### src/rtl/sar_pkg.sv
// Shared constants and types for the SAR result buffer.
// Code width, FIFO depth, averaging factor and the capture-state enum.
package sar_pkg;
  localparam int CODE_W     = 4;
  localparam int FIFO_DEPTH = 4;
  localparam int AVG_N      = 4;
  localparam int LEVEL_W    = 3;
  localparam int PTR_W      = $clog2(FIFO_DEPTH);
  localparam int ACC_W      = 6;
  localparam int CNT_W      = $clog2(AVG_N);

  typedef logic [CODE_W-1:0] code_t;

  typedef enum logic {
    IDLE  = 1'b0,
    ARMED = 1'b1
  } cap_state_t;
endpackage

### src/rtl/sar_code_fifo.sv
// 4-deep code FIFO with wrapping pointers, occupancy and overflow detect.
// A full FIFO still accepts a push when a pop happens on the same edge.
module sar_code_fifo
  import sar_pkg::*;
(
  input  logic               CLK,
  input  logic               RESET_N,
  input  logic               push,
  input  code_t              din,
  input  logic               pop,
  output code_t              dout,
  output logic               dvalid,
  output logic [LEVEL_W-1:0] level,
  output logic               ovf_evt
);
  code_t            mem [FIFO_DEPTH];
  logic [PTR_W-1:0] wr_ptr;
  logic [PTR_W-1:0] rd_ptr;
  logic             full;
  logic             empty;
  logic             do_pop;
  logic             do_push;

  assign empty   = (level == '0);
  assign full    = (level == LEVEL_W'(FIFO_DEPTH));
  assign do_pop  = pop && !empty;
  assign do_push = push && (!full || do_pop);
  assign ovf_evt = push && full && !do_pop;

  always_ff @(posedge CLK) begin
    if (!RESET_N) begin
      wr_ptr <= '0;
      rd_ptr <= '0;
      level  <= '0;
    end else begin
      if (do_push) wr_ptr <= wr_ptr + PTR_W'(1);
      if (do_pop)  rd_ptr <= rd_ptr + PTR_W'(1);
      if (do_push && !do_pop)
        level <= level + LEVEL_W'(1);
      else if (do_pop && !do_push)
        level <= level - LEVEL_W'(1);
    end
  end

  always_ff @(posedge CLK) begin
    if (do_push) mem[wr_ptr] <= din;
  end

  // Storage is not reset; an empty FIFO masks the head to zero.
  assign dout   = empty ? '0 : mem[rd_ptr];
  assign dvalid = !empty;
endmodule

### src/rtl/sar_result_buffer.sv
// SAR result capture FSM feeding a 4-deep FIFO with sticky overflow.
// Define SAR_AVG_EN to push the average of every 4 captures instead.
module sar_result_buffer
  import sar_pkg::*;
(
  input  logic               CLK,
  input  logic               RESET_N,
  input  logic               SAR_RESET,
  input  logic [2:0]         BITS,
  input  logic               LSBIN,
  output logic [CODE_W-1:0]  DOUT,
  output logic               DVALID,
  input  logic               DREADY,
  output logic               OVF,
  input  logic               OVF_CLR,
  output logic [LEVEL_W-1:0] LEVEL
);
  cap_state_t state;
  logic       capture;
  code_t      code;
  logic       push;
  code_t      push_code;
  logic       ovf_evt;

  assign capture = (state == ARMED) && SAR_RESET;
  assign code    = {BITS, LSBIN};

  // Arm only after a low strobe, so a held or reset-aligned strobe is skipped.
  always_ff @(posedge CLK) begin
    if (!RESET_N) begin
      state <= IDLE;
    end else begin
      unique case (state)
        IDLE:    if (!SAR_RESET) state <= ARMED;
        ARMED:   if (SAR_RESET)  state <= IDLE;
        default: state <= IDLE;
      endcase
    end
  end

`ifdef SAR_AVG_EN
  logic [ACC_W-1:0] acc;
  logic [ACC_W-1:0] acc_sum;
  logic [CNT_W-1:0] cnt;

  assign acc_sum   = acc + ACC_W'(code);
  assign push      = capture && (cnt == CNT_W'(AVG_N - 1));
  assign push_code = code_t'(acc_sum >> CNT_W);

  always_ff @(posedge CLK) begin
    if (!RESET_N) begin
      acc <= '0;
      cnt <= '0;
    end else if (capture) begin
      if (push) begin
        acc <= '0;
        cnt <= '0;
      end else begin
        acc <= acc_sum;
        cnt <= cnt + CNT_W'(1);
      end
    end
  end
`else
  assign push      = capture;
  assign push_code = code;
`endif

  sar_code_fifo u_fifo (
    .CLK     (CLK),
    .RESET_N (RESET_N),
    .push    (push),
    .din     (push_code),
    .pop     (DVALID && DREADY),
    .dout    (DOUT),
    .dvalid  (DVALID),
    .level   (LEVEL),
    .ovf_evt (ovf_evt)
  );

  // Set wins over clear when both land on the same edge.
  always_ff @(posedge CLK) begin
    if (!RESET_N)
      OVF <= 1'b0;
    else if (ovf_evt)
      OVF <= 1'b1;
    else if (OVF_CLR)
      OVF <= 1'b0;
  end
endmodule

### config.mk
export PLATFORM = sky130hd
export DESIGN_NAME = sar_result_buffer
export DESIGN_NICKNAME = d
export VERILOG_FILES = /design/src/rtl/sar_pkg.sv /design/src/rtl/sar_code_fifo.sv /design/src/rtl/sar_result_buffer.sv
export SDC_FILE = /design/constraint.sdc
export NUM_CORES = 1
export LEC_CHECK = 0
export ABC_CLOCK_PERIOD_IN_PS = 1900
export CAP_MARGIN = 20
export CORE_MARGIN = 5
export CORE_UTILIZATION = 46
export DETAILED_ROUTE_END_ITERATION = 12
export PLACE_DENSITY = 0.71
export SLEW_MARGIN = 0
export SYNTH_ARGS = -nofsm -noshare
export SYNTH_HDL_FRONTEND = slang
export SYNTH_SLANG_ARGS = --single-unit
### constraint.sdc
create_clock -name CLK -period 1.9 [get_ports CLK]
set_input_delay 0.38 -clock CLK [delete_from_list [all_inputs] [get_ports CLK]]
set_output_delay 0.38 -clock CLK [all_outputs]
set_load 0.02 [all_outputs]
; ---- After elaboration in Yosys (flattened, before gate mapping)
; Memories as Yosys holds them, arrays and structs flattened. A register that Yosys moved wholly into a read port is not among the register bits.
; Index checks and enable logic that the tools add are counted.
[word_totals]
ff_bits = 9
ramBits = 16
inputBits = 9
output_inout_bits = 9
wordCells = 37
mem_count = 1
[mem_list]
columns = name, depth, word_bits, rd, rd_ports_with_merged_regs, write_ports, line
row1 = u_fifo.mem, 4, 4, 1, 1, 1, sar_code_fifo.sv:16  ; code_t mem [FIFO_DEPTH];
[op_classes]
addsub = 4
eq_ne = 1
n_mux = 10
n_reduce_logical = 16
[op_table]
columns = op, n
row1 = logical AND 1 bit, 8
row2 = 2-to-1 mux 3 bit, 2
row3 = 2-to-1 mux 1 bit, 5
row4 = adder 2 x 1 -> 2 bit (second input constant), 2
row5 = logical NOT 1 bit, 4
row6 = 2-to-1 mux 2 bit, 2
row7 = 2-to-1 mux 4 bit, 1
row8 = nonzero test 2 bit, 2
row9 = adder 3 x 1 -> 3 bit (second input constant), 1
row10 = equality test 3 bit (second input constant), 1
row11 = logical NOT 3 bit, 1
row12 = subtractor 3 x 1 -> 3 bit (second input constant), 1
row13 = logical OR 1 bit, 1

; ---- Longest topological paths before layout
[depth]
depth_word = 10
ltp_mapped = 8

; ---- Hierarchy
; A second synthesis with hierarchy kept.
[hier_totals]
hier_cells = 82
area_unflattened_um2 = 1181.1
[modules_own_cells]
columns = mod, n_inst, cells_per_inst, area_per_inst_um2
row1 = sar_code_fifo, 1, 75, 1101.1
row2 = sar_result_buffer, 1, 7, 80.1

; ---- Worst setup path after synthesis
; OpenSTA, ideal clock, no wires.
[synth_path]
path_type = register to register
start = reg u_fifo.level[0]
end = reg u_fifo.level[2]
arrival_ns = 2.109
required_time_ns = 1.830
slack_ns = -0.279
path_stages_with_launch = 9
period_less_slack_ns = 2.179
path_cell_list = dfxtp_1 -> nor4b_2 -> nor2_2 -> ha_1 -> inv_1 -> fa_1 -> xor2_1 -> or3_1 -> a21boi_1
[synth_between]
elab_chain_len = 9
elab_cells_between_ends = 17
cone_classes = add/sub (2) / eq/ne (1) / mux (2) / reduce/logical (12)
[synth_rtl]
columns = item, line
row1 = "start, declared", sar_code_fifo.sv:13  ; output logic [LEVEL_W-1:0] level,
row2 = "start signal, assigned", sar_code_fifo.sv:39  ; level <= level + LEVEL_W'(1);
row3 = "start signal, assigned", sar_code_fifo.sv:41  ; level <= level - LEVEL_W'(1);
row4 = logical NOT 3 bit, sar_code_fifo.sv:24  ; assign empty = (level == '0);
row5 = logical NOT 1 bit, "sar_code_fifo.sv:26, sar_code_fifo.sv:51"
row6 = logical AND 1 bit, sar_result_buffer.sv:74  ; .pop (DVALID && DREADY),
row7 = logical AND 1 bit, sar_code_fifo.sv:26  ; assign do_pop = pop && !empty;
row8 = logical OR 1 bit (*), sar_code_fifo.sv:27  ; assign do_push = push && (!full || do_pop);
row9 = logical AND 1 bit (*), sar_code_fifo.sv:27
row10 = via u_fifo.do_push, sar_code_fifo.sv:22  ; logic do_push;
row11 = logical NOT 1 bit, sar_code_fifo.sv:40  ; else if (do_pop && !do_push)
row12 = logical AND 1 bit, sar_code_fifo.sv:40
row13 = nonzero test 2 bit (no source line), -
; The timed path passes the listed nets; every way through them passes the cells marked *. The select of a mux whose other input is x is not followed.
; A chain may end at the register's enable or synchronous reset.

==> flow_summary_export.csv <==
group,metric,value,unit
final_layout,fin_nets,129,
floorplan,fp.dieW,60.1,um
timing,fin_crit,1.94,ns
timing,worst_slack,-0.0399,ns
synth,synth.avg_cell_area,14.4,sq um
routing,dr.pass1.iters,2,
synth,synth_cell_types,21,
routing,via_per_inst,4.86,
placement,hpwl,1470,um
timing,setup_viol,4,
final_layout,diodes,0,
global_routing,grt.overflow.total,0,
setup_path,cp.arrival,1.56,ns
timing,fmax,515,MHz
final_layout,seq_area,713,sq um
clock_network,clk_pin_slew,0.14,ns
final_layout,fill_cells,192,
timing,slew_viol_final,0,
floorplan,io_pins,18,
timing,rsz0062_at_grt,"yes",
synth,synthCells,80,
placement,placed_cell_area,0.00146,sq mm
floorplan,die_y,60.1,um
clock_network,htreeDepth,1,
pwr,total_power,2060,uW
setup_path,worst-setup-path-type,"reg2out",
synth,ys_seq_area_share,60.8,%
synth,syn-num-nets,95,
setup_path,cpMaxStageDelayCell,"mux4_2",
floorplan,rows,18,
global_routing,grt_max_degree,16,
global_routing,grt_pass1_wl,3320,um
setup_path,critPathRequiredTime,1.52,ns
floorplan,start_util,47.4,%
synth,ys_ff_latch,27,
clock_network,clkSinkCount,27,
setup_path,worstPathCellList,"buf_6, mux4_2, nor2b_1, buf_4",
pwr,peakVddDrop,0.000914,V
clock_network,numCtsBuffers,3,
timing,fin_setup_tns,-0.114,ns
timing,slew_headroom,76.9,%
timing,fin_crit_sh,102,%
floorplan,die_area,0.00361,sq mm
final_layout,drive_gt1_share,34.5,%
status,status,"finished, violations left",
routing,drt_iter0_markers,13,
pwr,p_leak,0.000574,uW
routing,routedWlPerCell,13.2,um
min_path,hp-class,"in2reg",
global_routing,grt_pass1_vias,728,
routing,route.detailed.drc,0,
job,maxCapViolations,0,
synth,yosysWarnings,0,
timing,final_hold_viol_count,0,
placement,gp_congestion,0.724,
timing,tightest_slew,0.346,ns
routing,wl,1890,um
placement,post-place-ws,-0.450,ns
clock_network,cts_tree,"done",
final_layout,area_delta_synth_final,33.8,%
pwr,powerDensity,1330,mW/mm^2
timing,clock_skew,0.00365,ns
routing,ant_nets,0,
setup_path,crit_path_end_kind,"primary output",
synth,syn_area,0.00115,sq mm
global_routing,grt_use_total,13.1,%
setup_path,crit_path_start_kind,"flip-flop",
status,violations,"setup timing",
global_routing,antenna_found_initial,0,
placement,port_buffers,17,
clock_network,clockBufferDepth,2,
setup_path,critPathMaxStageDelay,0.47,ns
final_layout,multi_input_area,474,sq um
clock_network,cts-root-buf,"clkbuf_4",
routing,vias,695,
floorplan,coreArea,0.00243,sq mm
final_layout,postLayoutCellArea,0.00154,sq mm
clock_network,ctsHoldBuffers,0,
setup_path,path_max_fanout,2,
clock_network,clk_latency,0.32,ns
[state kept, by name, summed over array words and instances (netlist names), named ones only]
name and cells:
OVF 1, u_fifo.rd_ptr 2, state 1, u_fifo.wr_ptr 2
u_fifo.mem 16, u_fifo.level 3
[cells in the final DEF, fill, tap and decap left out, types with 2 or more instances in the layout]
master | synthesis | routed
or3_1 | 2 | 2
and2_1 | 7 | 7
nand2_1 | 6 | 5
nor2b_1 | 7 | 5
nor2b_4 | 0 | 2
a21boi_1 | 2 | 2
o21ai_0 | 2 | 2
dfxtp_1 | 11 | 7
clkbuf_4 | 0 | 3
buf_4 | 0 | 13
mux4_2 | 4 | 4
mux2i_1 | 3 | 3
buf_6 | 0 | 4
edfxtp_1 | 16 | 16
ha_1 | 5 | 4
clkdlybuf4s50_1 | 0 | 10
xnor2_1 | 2 | 2
dfxtp_4 | 0 | 3
dlygate4sd2_1 | 0 | 2
inv_1 | 5 | 4
[path summary, 6_finish.rpt]
check	start	to	slack [ns]	cells after the start
worst max-delay path	flip-flop	DOUT[1]	-0.04	4
worst max register to register	u_fifo.level[2]	u_fifo.level[2]	0.02	7
worst min-delay path	SAR_RESET	state	0.38	2
worst min register to register	u_fifo.rd_ptr[1]	u_fifo.rd_ptr[1]	0.51	2
[through the flow]
| step | cells | hold slack (ns) | utilization, % |
|---|---|---|---|
| after detailed placement | 134 | 0.500 | 59.8 |
| after floorplan | 80 | 0.452 | - |
| after global placement | 134 | 0.469 | 59.8 |
| final | 143 | 0.385 | 63.4 |
| after global routing | 143 | 0.379 | 63.4 |
| after CTS | 141 | 0.366 | 61.3 |
[routing by layer]
layer  vias up  routed length (um)  global-route usage, %
met5         -                   0                      0
met4         0                  48                   7.59
met3         5                  96                   3.46
met2        14                 913                   21.0
met1       324                 827                   15.8
li1        352                   -                      -
[what timing repair did]
action                                  CTS  global route
resized for setup                        24            11
endpoints found under the setup margin    6             7
gates cloned                              0             0
setup buffers                             3             2
pin swaps                                 3             1
[area by class of cell]
class	count	area share [%]
Clock buffer	3	1.46
Clock inverter	1	0.325
Inverter	5	1.22
Multi-Input combinational cell	47	30.8
Sequential cell	27	46.3
Tap cell	30	2.44
Timing Repair Buffer	30	17.5
[report_power, final]
group	leakage, uW	internal, uW	switching (uW)
Combinational	0.000320	574	443
Sequential	0.000237	705	95.7
Clock	0.0000177	78.9	160
[worst max-delay path, delay by kind of cell (launching register included)]
| kind | cells | cell delay (ns) |
|---|---|---|
| flops | 1 | 0.37 |
| buf+inv | 2 | 0.26 |
| simple gates | 1 | 0.14 |
| mux | 1 | 0.47 |
[synthesized netlist by cell type, drive strengths merged]
cell type,n,area share (%)
edfxtp,16,42
dfxtp,11,19
and2,7,3.8
nor2b,7,3.8
nand2,6,2.0
ha,5,5.4
inv,5,1.6
mux4,4,7.8
mux2i,3,2.6
a21boi,2,1.3
o21ai,2,0.87
or3,2,1.1
xnor2,2,1.5
a32oi,1,0.76
clkbuf,1,0.33
fa,1,1.7
nor2,1,0.54
nor3,1,0.87
nor4b,1,1.3
o31ai,1,1.1
xor2,1,0.76
[cell families after synthesis]
logic type               Yosys count  synth area share, %
AO/OA/AOI/OAI                      6                 4.02
flip-flops                        27                 60.8
XOR/XNOR                           3                 2.28
buffers and inverters              6                 1.95
adder cells (fa/ha/maj)            6                 7.17
AND/OR/NAND/NOR                   25                 13.4
multiplexers                       7                 10.4
Power figures use the tool's default switching activity.
